===== src/rtl/wb_trace_display_if.sv =====
// wb_trace_display_if: write-back capture bus plus OLED character write port.
// master drives the write-back side, slave is the trace display.
interface wb_trace_display_if;
  logic [5:0]  op_w;
  logic [4:0]  wreg_w;
  logic [31:0] result_w;
  logic        disp_we;
  logic [5:0]  disp_addr;
  logic [7:0]  disp_data;

  modport master (
    output op_w,
    output wreg_w,
    output result_w,
    input  disp_we,
    input  disp_addr,
    input  disp_data
  );

  modport slave (
    input  op_w,
    input  wreg_w,
    input  result_w,
    output disp_we,
    output disp_addr,
    output disp_data
  );
endinterface


===== src/rtl/wb_trace_display.sv =====
// wb_trace_display: FIFO of retired writes rendered as 16-char OLED lines.
// Optional macro WB_TRACE_OVF_MARK_EN: flag the line preceding a drop with '!'.
module wb_trace_display #(
  parameter int unsigned DEPTH    = 4,
  parameter int unsigned CHAR_GAP = 0
) (
  input  logic              sysclk,
  input  logic              cpu_resetn,
  wb_trace_display_if.slave bus,
  output logic              fifo_full,
  output logic              overflow,
  output logic              busy,
  output logic              halted
);

  localparam int unsigned AW = $clog2(DEPTH);
  localparam logic [AW:0] FULL_CNT = (AW+1)'(DEPTH);
  localparam logic [7:0]  GAP_LAST = 8'(CHAR_GAP);
  localparam logic [5:0]  OP_HALT  = 6'h3F;

  typedef struct packed {
`ifdef WB_TRACE_OVF_MARK_EN
    logic        mark;
`endif
    logic        halt;
    logic [4:0]  rd;
    logic [31:0] data;
  } entry_t;

  typedef enum logic [1:0] {
    IDLE,
    POP,
    EMIT,
    GAP
  } state_e;

  entry_t        mem_q [DEPTH];
  logic [AW-1:0] wptr_q;
  logic [AW-1:0] rptr_q;
  logic [AW:0]   cnt_q;
  logic          ovf_q;
  logic          halted_q;

  state_e        state_q;
  entry_t        cur_q;
  logic [3:0]    col_q;
  logic [1:0]    line_q;
  logic [7:0]    gap_q;
  logic          we_q;
  logic [5:0]    addr_q;
  logic [7:0]    data_q;

  logic   cap_halt;
  logic   push_req;
  logic   pop;
  logic   full;
  logic   push_ok;
  logic   drop;
  logic [3:0] col_nx;
  entry_t new_e;

  function automatic logic [7:0] hex_c(
    input logic [3:0] d
  );
    if (d < 4'd10) return 8'h30 + {4'h0, d};
    return 8'h37 + {4'h0, d};
  endfunction

  function automatic logic [7:0] char_at(
    input entry_t     e,
    input logic [3:0] col
  );
    logic [7:0] c;
    logic [1:0] tens;
    logic [4:0] units;
    logic [3:0] nib;
    c    = 8'h20;
    tens = 2'd0;
    if (e.rd >= 5'd30)      tens = 2'd3;
    else if (e.rd >= 5'd20) tens = 2'd2;
    else if (e.rd >= 5'd10) tens = 2'd1;
    units = e.rd - (5'(tens) * 5'd10);
    unique case (col)
      4'd4:    nib = e.data[31:28];
      4'd5:    nib = e.data[27:24];
      4'd6:    nib = e.data[23:20];
      4'd7:    nib = e.data[19:16];
      4'd8:    nib = e.data[15:12];
      4'd9:    nib = e.data[11:8];
      4'd10:   nib = e.data[7:4];
      4'd11:   nib = e.data[3:0];
      default: nib = 4'h0;
    endcase
    if (e.halt) begin
      unique case (col)
        4'd0:    c = 8'h48;
        4'd1:    c = 8'h41;
        4'd2:    c = 8'h4C;
        4'd3:    c = 8'h54;
        default: c = 8'h20;
      endcase
    end else begin
      if (col == 4'd0)       c = 8'h52;
      else if (col == 4'd1)  c = 8'h30 + {6'd0, tens};
      else if (col == 4'd2)  c = 8'h30 + {3'd0, units};
      else if (col == 4'd3)  c = 8'h3D;
      else if (col <= 4'd11) c = hex_c(nib);
    end
`ifdef WB_TRACE_OVF_MARK_EN
    if (e.mark && col == 4'd15) c = 8'h21;
`endif
    return c;
  endfunction

  assign cap_halt = !halted_q && (bus.op_w == OP_HALT);
  assign push_req = cap_halt ||
                    (!halted_q && bus.wreg_w != 5'd0);
  assign pop      = (state_q == POP);
  assign full     = (cnt_q == FULL_CNT);
  // A pop on the same edge frees the slot being pushed.
  assign push_ok  = push_req && (!full || pop);
  assign drop     = push_req && full && !pop;
  assign col_nx   = col_q + 4'd1;

  always_comb begin
    new_e      = '0;
    new_e.halt = cap_halt;
    if (!cap_halt) begin
      new_e.rd   = bus.wreg_w;
      new_e.data = bus.result_w;
    end
  end

  always_ff @(posedge sysclk or negedge cpu_resetn) begin
    if (!cpu_resetn) begin
      for (int unsigned i = 0; i < DEPTH; i++)
        mem_q[i] <= '0;
      wptr_q   <= '0;
      rptr_q   <= '0;
      cnt_q    <= '0;
      ovf_q    <= 1'b0;
      halted_q <= 1'b0;
    end else begin
      if (push_ok) begin
        mem_q[wptr_q] <= new_e;
        wptr_q        <= wptr_q + AW'(1);
      end
      if (pop)
        rptr_q <= rptr_q + AW'(1);
      if (push_ok && !pop)
        cnt_q <= cnt_q + (AW+1)'(1);
      else if (pop && !push_ok)
        cnt_q <= cnt_q - (AW+1)'(1);
      if (drop)
        ovf_q <= 1'b1;
      if (cap_halt)
        halted_q <= 1'b1;
`ifdef WB_TRACE_OVF_MARK_EN
      // Flag the newest queued line: the gap follows it.
      if (drop)
        mem_q[wptr_q - AW'(1)].mark <= 1'b1;
`endif
    end
  end

  always_ff @(posedge sysclk or negedge cpu_resetn) begin
    if (!cpu_resetn) begin
      state_q <= IDLE;
      cur_q   <= '0;
      col_q   <= 4'd0;
      line_q  <= 2'd0;
      gap_q   <= 8'd0;
      we_q    <= 1'b0;
      addr_q  <= 6'd0;
      data_q  <= 8'd0;
    end else begin
      unique case (state_q)
        IDLE: begin
          if (cnt_q != '0)
            state_q <= POP;
        end
        POP: begin
          cur_q   <= mem_q[rptr_q];
          col_q   <= 4'd0;
          state_q <= EMIT;
          we_q    <= 1'b1;
          addr_q  <= {line_q, 4'd0};
          data_q  <= char_at(mem_q[rptr_q], 4'd0);
        end
        EMIT: begin
          if (col_q == 4'd15) begin
            line_q  <= line_q + 2'd1;
            state_q <= IDLE;
            we_q    <= 1'b0;
            addr_q  <= 6'd0;
            data_q  <= 8'd0;
          end else if (CHAR_GAP != 0) begin
            state_q <= GAP;
            gap_q   <= 8'd1;
            we_q    <= 1'b0;
            addr_q  <= 6'd0;
            data_q  <= 8'd0;
          end else begin
            col_q  <= col_nx;
            we_q   <= 1'b1;
            addr_q <= {line_q, col_nx};
            data_q <= char_at(cur_q, col_nx);
          end
        end
        GAP: begin
          if (gap_q == GAP_LAST) begin
            col_q   <= col_nx;
            state_q <= EMIT;
            we_q    <= 1'b1;
            addr_q  <= {line_q, col_nx};
            data_q  <= char_at(cur_q, col_nx);
          end else begin
            gap_q <= gap_q + 8'd1;
          end
        end
      endcase
    end
  end

  assign bus.disp_we   = we_q;
  assign bus.disp_addr = addr_q;
  assign bus.disp_data = data_q;
  assign fifo_full     = full;
  assign overflow      = ovf_q;
  assign busy          = (state_q != IDLE) || (cnt_q != '0);
  assign halted        = halted_q;

endmodule


===== src/flat_wrapper.sv =====
// flat-port wrapper written by rule: the top's interface ports become plain ports
module wb_trace_display_flat 
#(
  parameter int unsigned DEPTH    = 4,
  parameter int unsigned CHAR_GAP = 0
)
  (sysclk, cpu_resetn, fifo_full, overflow, busy, halted, bus_op_w, bus_wreg_w, bus_result_w, bus_disp_we, bus_disp_addr, bus_disp_data);
  wb_trace_display_if bus_i ();
  input  logic sysclk;
  input  logic cpu_resetn;
  output logic fifo_full;
  output logic overflow;
  output logic busy;
  output logic halted;
  input wire logic [$bits(bus_i.op_w)-1:0] bus_op_w;
  input wire logic [$bits(bus_i.wreg_w)-1:0] bus_wreg_w;
  input wire logic [$bits(bus_i.result_w)-1:0] bus_result_w;
  output wire logic [$bits(bus_i.disp_we)-1:0] bus_disp_we;
  output wire logic [$bits(bus_i.disp_addr)-1:0] bus_disp_addr;
  output wire logic [$bits(bus_i.disp_data)-1:0] bus_disp_data;
  assign bus_i.op_w = bus_op_w;
  assign bus_i.wreg_w = bus_wreg_w;
  assign bus_i.result_w = bus_result_w;
  assign bus_disp_we = bus_i.disp_we;
  assign bus_disp_addr = bus_i.disp_addr;
  assign bus_disp_data = bus_i.disp_data;
  wb_trace_display #(.DEPTH(DEPTH), .CHAR_GAP(CHAR_GAP)) u_core (.sysclk(sysclk), .cpu_resetn(cpu_resetn), .bus(bus_i), .fifo_full(fifo_full), .overflow(overflow), .busy(busy), .halted(halted));
endmodule

===== config.mk =====
export PLATFORM = sky130hd
export DESIGN_NAME = wb_trace_display_flat
export DESIGN_NICKNAME = d
export VERILOG_FILES = /design/src/rtl/wb_trace_display_if.sv /design/src/rtl/wb_trace_display.sv /design/src/flat_wrapper.sv
export SDC_FILE = /design/constraint.sdc
export NUM_CORES = 1
export LEC_CHECK = 0
export ABC_AREA = 1
export BUFFER_PORTS_ARGS = -buffer_cell sky130_fd_sc_hd__buf_4
export CAP_MARGIN = 0
export CORE_UTILIZATION = 45
export DETAILED_ROUTE_END_ITERATION = 10
export PLACE_DENSITY = 0.66
export SLEW_MARGIN = 20
export SYNTH_ARGS = -nofsm -noshare
export SYNTH_HDL_FRONTEND = slang
export SYNTH_SLANG_ARGS = --single-unit

===== constraint.sdc =====
create_clock -name sysclk -period 7.7 [get_ports sysclk]
set_clock_uncertainty 0.05 [all_clocks]
set_input_delay 1.925 -clock sysclk [delete_from_list [all_inputs] [get_ports sysclk]]
set_output_delay 1.925 -clock sysclk [all_outputs]
set_load 0.05 [all_outputs]

==> impl_metrics.json <==
{
  "synth_top_family_by_area": "simple AND/OR/NAND/NOR gates",
  "postCtsSetupRepairBufs": 0,
  "viasPerCell": 5.20,
  "fin_tns_setup_ps": 0,
  "power_leakage_nw": 6.49,
  "grt_start_max_net_pins": 132,
  "max_freq_mhz": 270,
  "crit_required_ps": 8130,
  "finalCritPeriodShare_pct": 48.1,
  "ys_top_cells_by_area": "dfrtp_1 52%, nand2_1 13%, o21ai_0 7.6%",
  "yosysUniqueCellTypes": 37,
  "final-setup-viol-count": 0,
  "max_cap_violations": 0,
  "fp.dieH_um": 159,
  "power.density_nw_per_um2": 337,
  "synth_seq_cells": 229,
  "cp-start-kind": "input port",
  "place_area_um2": 11700,
  "fp.coreArea_um2": 23800,
  "antenna_found_initial": 0,
  "rrSetupSlack_ps": 4910,
  "synth_simple_gate_area_share_pct": 21.3,
  "synthMuxAreaShare_pct": 0.102,
  "drc": 0,
  "min_period_ps": 3700,
  "yosys_warnings": 0,
  "synth_compound_area_share_pct": 14.4,
  "vias": 9061,
  "wl_per_cell_um": 15.5,
  "drt-initial-drc-count": 616,
  "wl_um": 27100,
  "critPathKind": "in2reg",
  "peakVddDrop_mv": 0.221,
  "cts_max_level": 1,
  "grt_util_all_layers_pct": 22.1,
  "synth_area_leader_cell": "dfrtp_1",
  "numPortBuffers": 62,
  "syn_avg_cell_area_um2": 8.00,
  "cp.arrival_ps": 4130,
  "grt_pass1_vias": 8643,
  "hpwl_um": 15700,
  "syn_area_um2": 11100,
  "syn_inst": 1382,
  "clock_path_buffers": 3,
  "area_growth_syn_to_layout_pct": 13.3,
  "timing.final.ws_setup_ps": 4000,
  "stdcell_area_um2": 12500,
  "layout-drive-gt1-share_pct": 10.6,
  "final_hold_viol_count": 0,
  "worst_slew_pin_slew_ps": 895,
  "antenna_cells": 0,
  "grt.overflow.total": 0,
  "die_w_um": 159,
  "final_max_slew_viol_count": 0,
  "clock-sinks": 229,
  "holdCritPathClass": "reg2reg",
  "ys_seq_area_share_pct": 51.8,
  "drt_first_pass_iters": 5,
  "io_pins": 64,
  "initial_core_util_pct": 46.5,
  "final_cell_mix": "389 x nand2_1, 228 x dfrtp_1, 167 x o21ai_0, 151 x inv_1, 104 x nor2_1",
  "ant_nets": 0,
  "cp_max_fo": 40,
  "cts_hold_buf": 0,
  "synth.top_cell.area_share_pct": 51.8,
  "nets": 1467,
  "fillers": 2295,
  "finalPower_mw": 4.22,
  "gp_congestion": 0.844,
  "worst_setup_path_end_kind": "flop",
  "rows": 56,
  "layout_commonest_cell": "nand2_1",
  "path_clk_slew_ps": 60,
  "clk_latency_ps": 550,
  "post_cts_resize_count": 0,
  "status": "complete, no violations",
  "synth_nets": 1443,
  "fp.dieArea_um2": 25200,
  "synthXorXnorAreaFrac_pct": 1.52,
  "pre_cts_slack_ps": 3480,
  "cts_tree": "yes",
  "relSlewSlack_pct": 40.3,
  "clock-root-buffer": "clkbuf_16",
  "numCtsBuffers": 25,
  "grt_first_pass_wirelength_um": 45400,
  "rsz0062_at_grt": "no",
  "yosys.area_share.adder_pct": 1.88
}
==> per-layer routing <==
| layer | up-vias | GRT usage, % | wire (um) |
|---|---|---|---|
| met5 | - | 0 | 0 |
| met1 | 4347 | 31.2 | 12800 |
| met2 | 223 | 35.9 | 12500 |
| met3 | 39 | 2.77 | 1260 |
| li1 | 4452 | - | - |
| met4 | 0 | 5.43 | 555 |
==> per-stage QoR <==
step	instances	util, %	hold slack [ps]
3_3_place_gp	1697	49.1	402
5_1_grt	1743	52.7	437
2_1_floorplan	1382	-	393
6_report	1743	52.7	419
3_5_place_dp	1697	49.1	407
4_1_cts	1742	52.6	423
==> worst paths after layout <==
check,from,endpoint,cells past startpoint
setup / recovery,bus_op_w[3],u_core.mem_q[13]$_DFFE_PN0P_,10
max in group asynchronous,cpu_resetn,u_core.rptr_q[0]$_DFFE_PN0P_,2
setup reg to reg,u_core.rptr_q[1]$_DFFE_PN0P_,u_core.bus.disp_data[3]$_DFFE_PN0P_,9
min in group asynchronous,cpu_resetn,u_core.overflow$_DFFE_PN0P_,1
hold reg to reg,u_core.bus.disp_addr[2]$_DFFE_PN0P_,u_core.bus.disp_addr[2]$_DFFE_PN0P_,2
hold / removal,u_core.bus.disp_addr[2]$_DFFE_PN0P_,u_core.bus.disp_addr[2]$_DFFE_PN0P_,2
==> where the power goes <==
part,switching (mW),internal [mW]
logic,1.03,0.474
clock network,0.493,0.727
registers,0.130,1.36
total,1.65,2.57
==> cell usage after synthesis <==
| master | n |
|---|---|
| o21ai_1 | 4 |
| ha_1 | 15 |
| or2_2 | 1 |
| a21o_1 | 1 |
| nand2_2 | 3 |
| a22o_1 | 3 |
| clkbuf_1 | 40 |
| buf_1 | 5 |
| buf_2 | 26 |
| or2_1 | 1 |
| nand2_1 | 389 |
| nor3_1 | 3 |
| nor2_4 | 4 |
| xnor2_1 | 2 |
| a21oi_2 | 2 |
| nor4_1 | 1 |
| buf_6 | 5 |
| o21ai_0 | 167 |
| nor2_8 | 1 |
| conb_1 | 1 |
| fa_1 | 1 |
| nor2_1 | 104 |
| nand3_1 | 25 |
| inv_2 | 13 |
| a31oi_1 | 38 |
| nand3_2 | 1 |
| buf_4 | 1 |
| nand4_1 | 28 |
| inv_1 | 154 |
| mux2_2 | 1 |
| nand2_4 | 3 |
| dfrtp_1 | 229 |
| a21oi_1 | 87 |
| o22ai_1 | 2 |
| xnor2_4 | 1 |
| nor2_2 | 6 |
| xor2_1 | 14 |
==> sequential cells by signal, summed over array words and instances (netlist names), 2 cells and up <==
signal                count
u_core.bus.disp_addr      6
u_core.line_q             2
u_core.cur_q             38
u_core.mem_q            152
u_core.col_q              4
u_core.wptr_q             2
u_core.rptr_q             2
u_core.state_q            2
u_core.cnt_q              3
u_core.bus.disp_data      7
u_core.gap_q              8
==> cell families after synthesis <==
group,count (synthesis)
AO/OA/AOI/OAI,304
XOR/XNOR,17
adder cells (fa/ha/maj),16
buffers and inverters,244
flip-flops,229
multiplexers,1
other,1
AND/OR/NAND/NOR,570
==> final cells by class <==
cell class	instances	area (um^2)	area share, %
sequential	229	5730	45.8
multi-input combinational	909	4350	34.7
clock buffer	40	742	5.93
inverter	167	629	5.03
timing repair buffer	74	583	4.66
tap	319	399	3.19
clock inverter	5	90.1	0.719
==> critical path, cell delays in order <==
cell	delay (ps)
buf_4	80
nand2_1	40
nor2_1	80
nand2_1	210
a21oi_2	400
nand2_1	100
buf_4	320
inv_2	700
nand2_1	140
nand2_1	100
(Power assumes the default switching activity.)
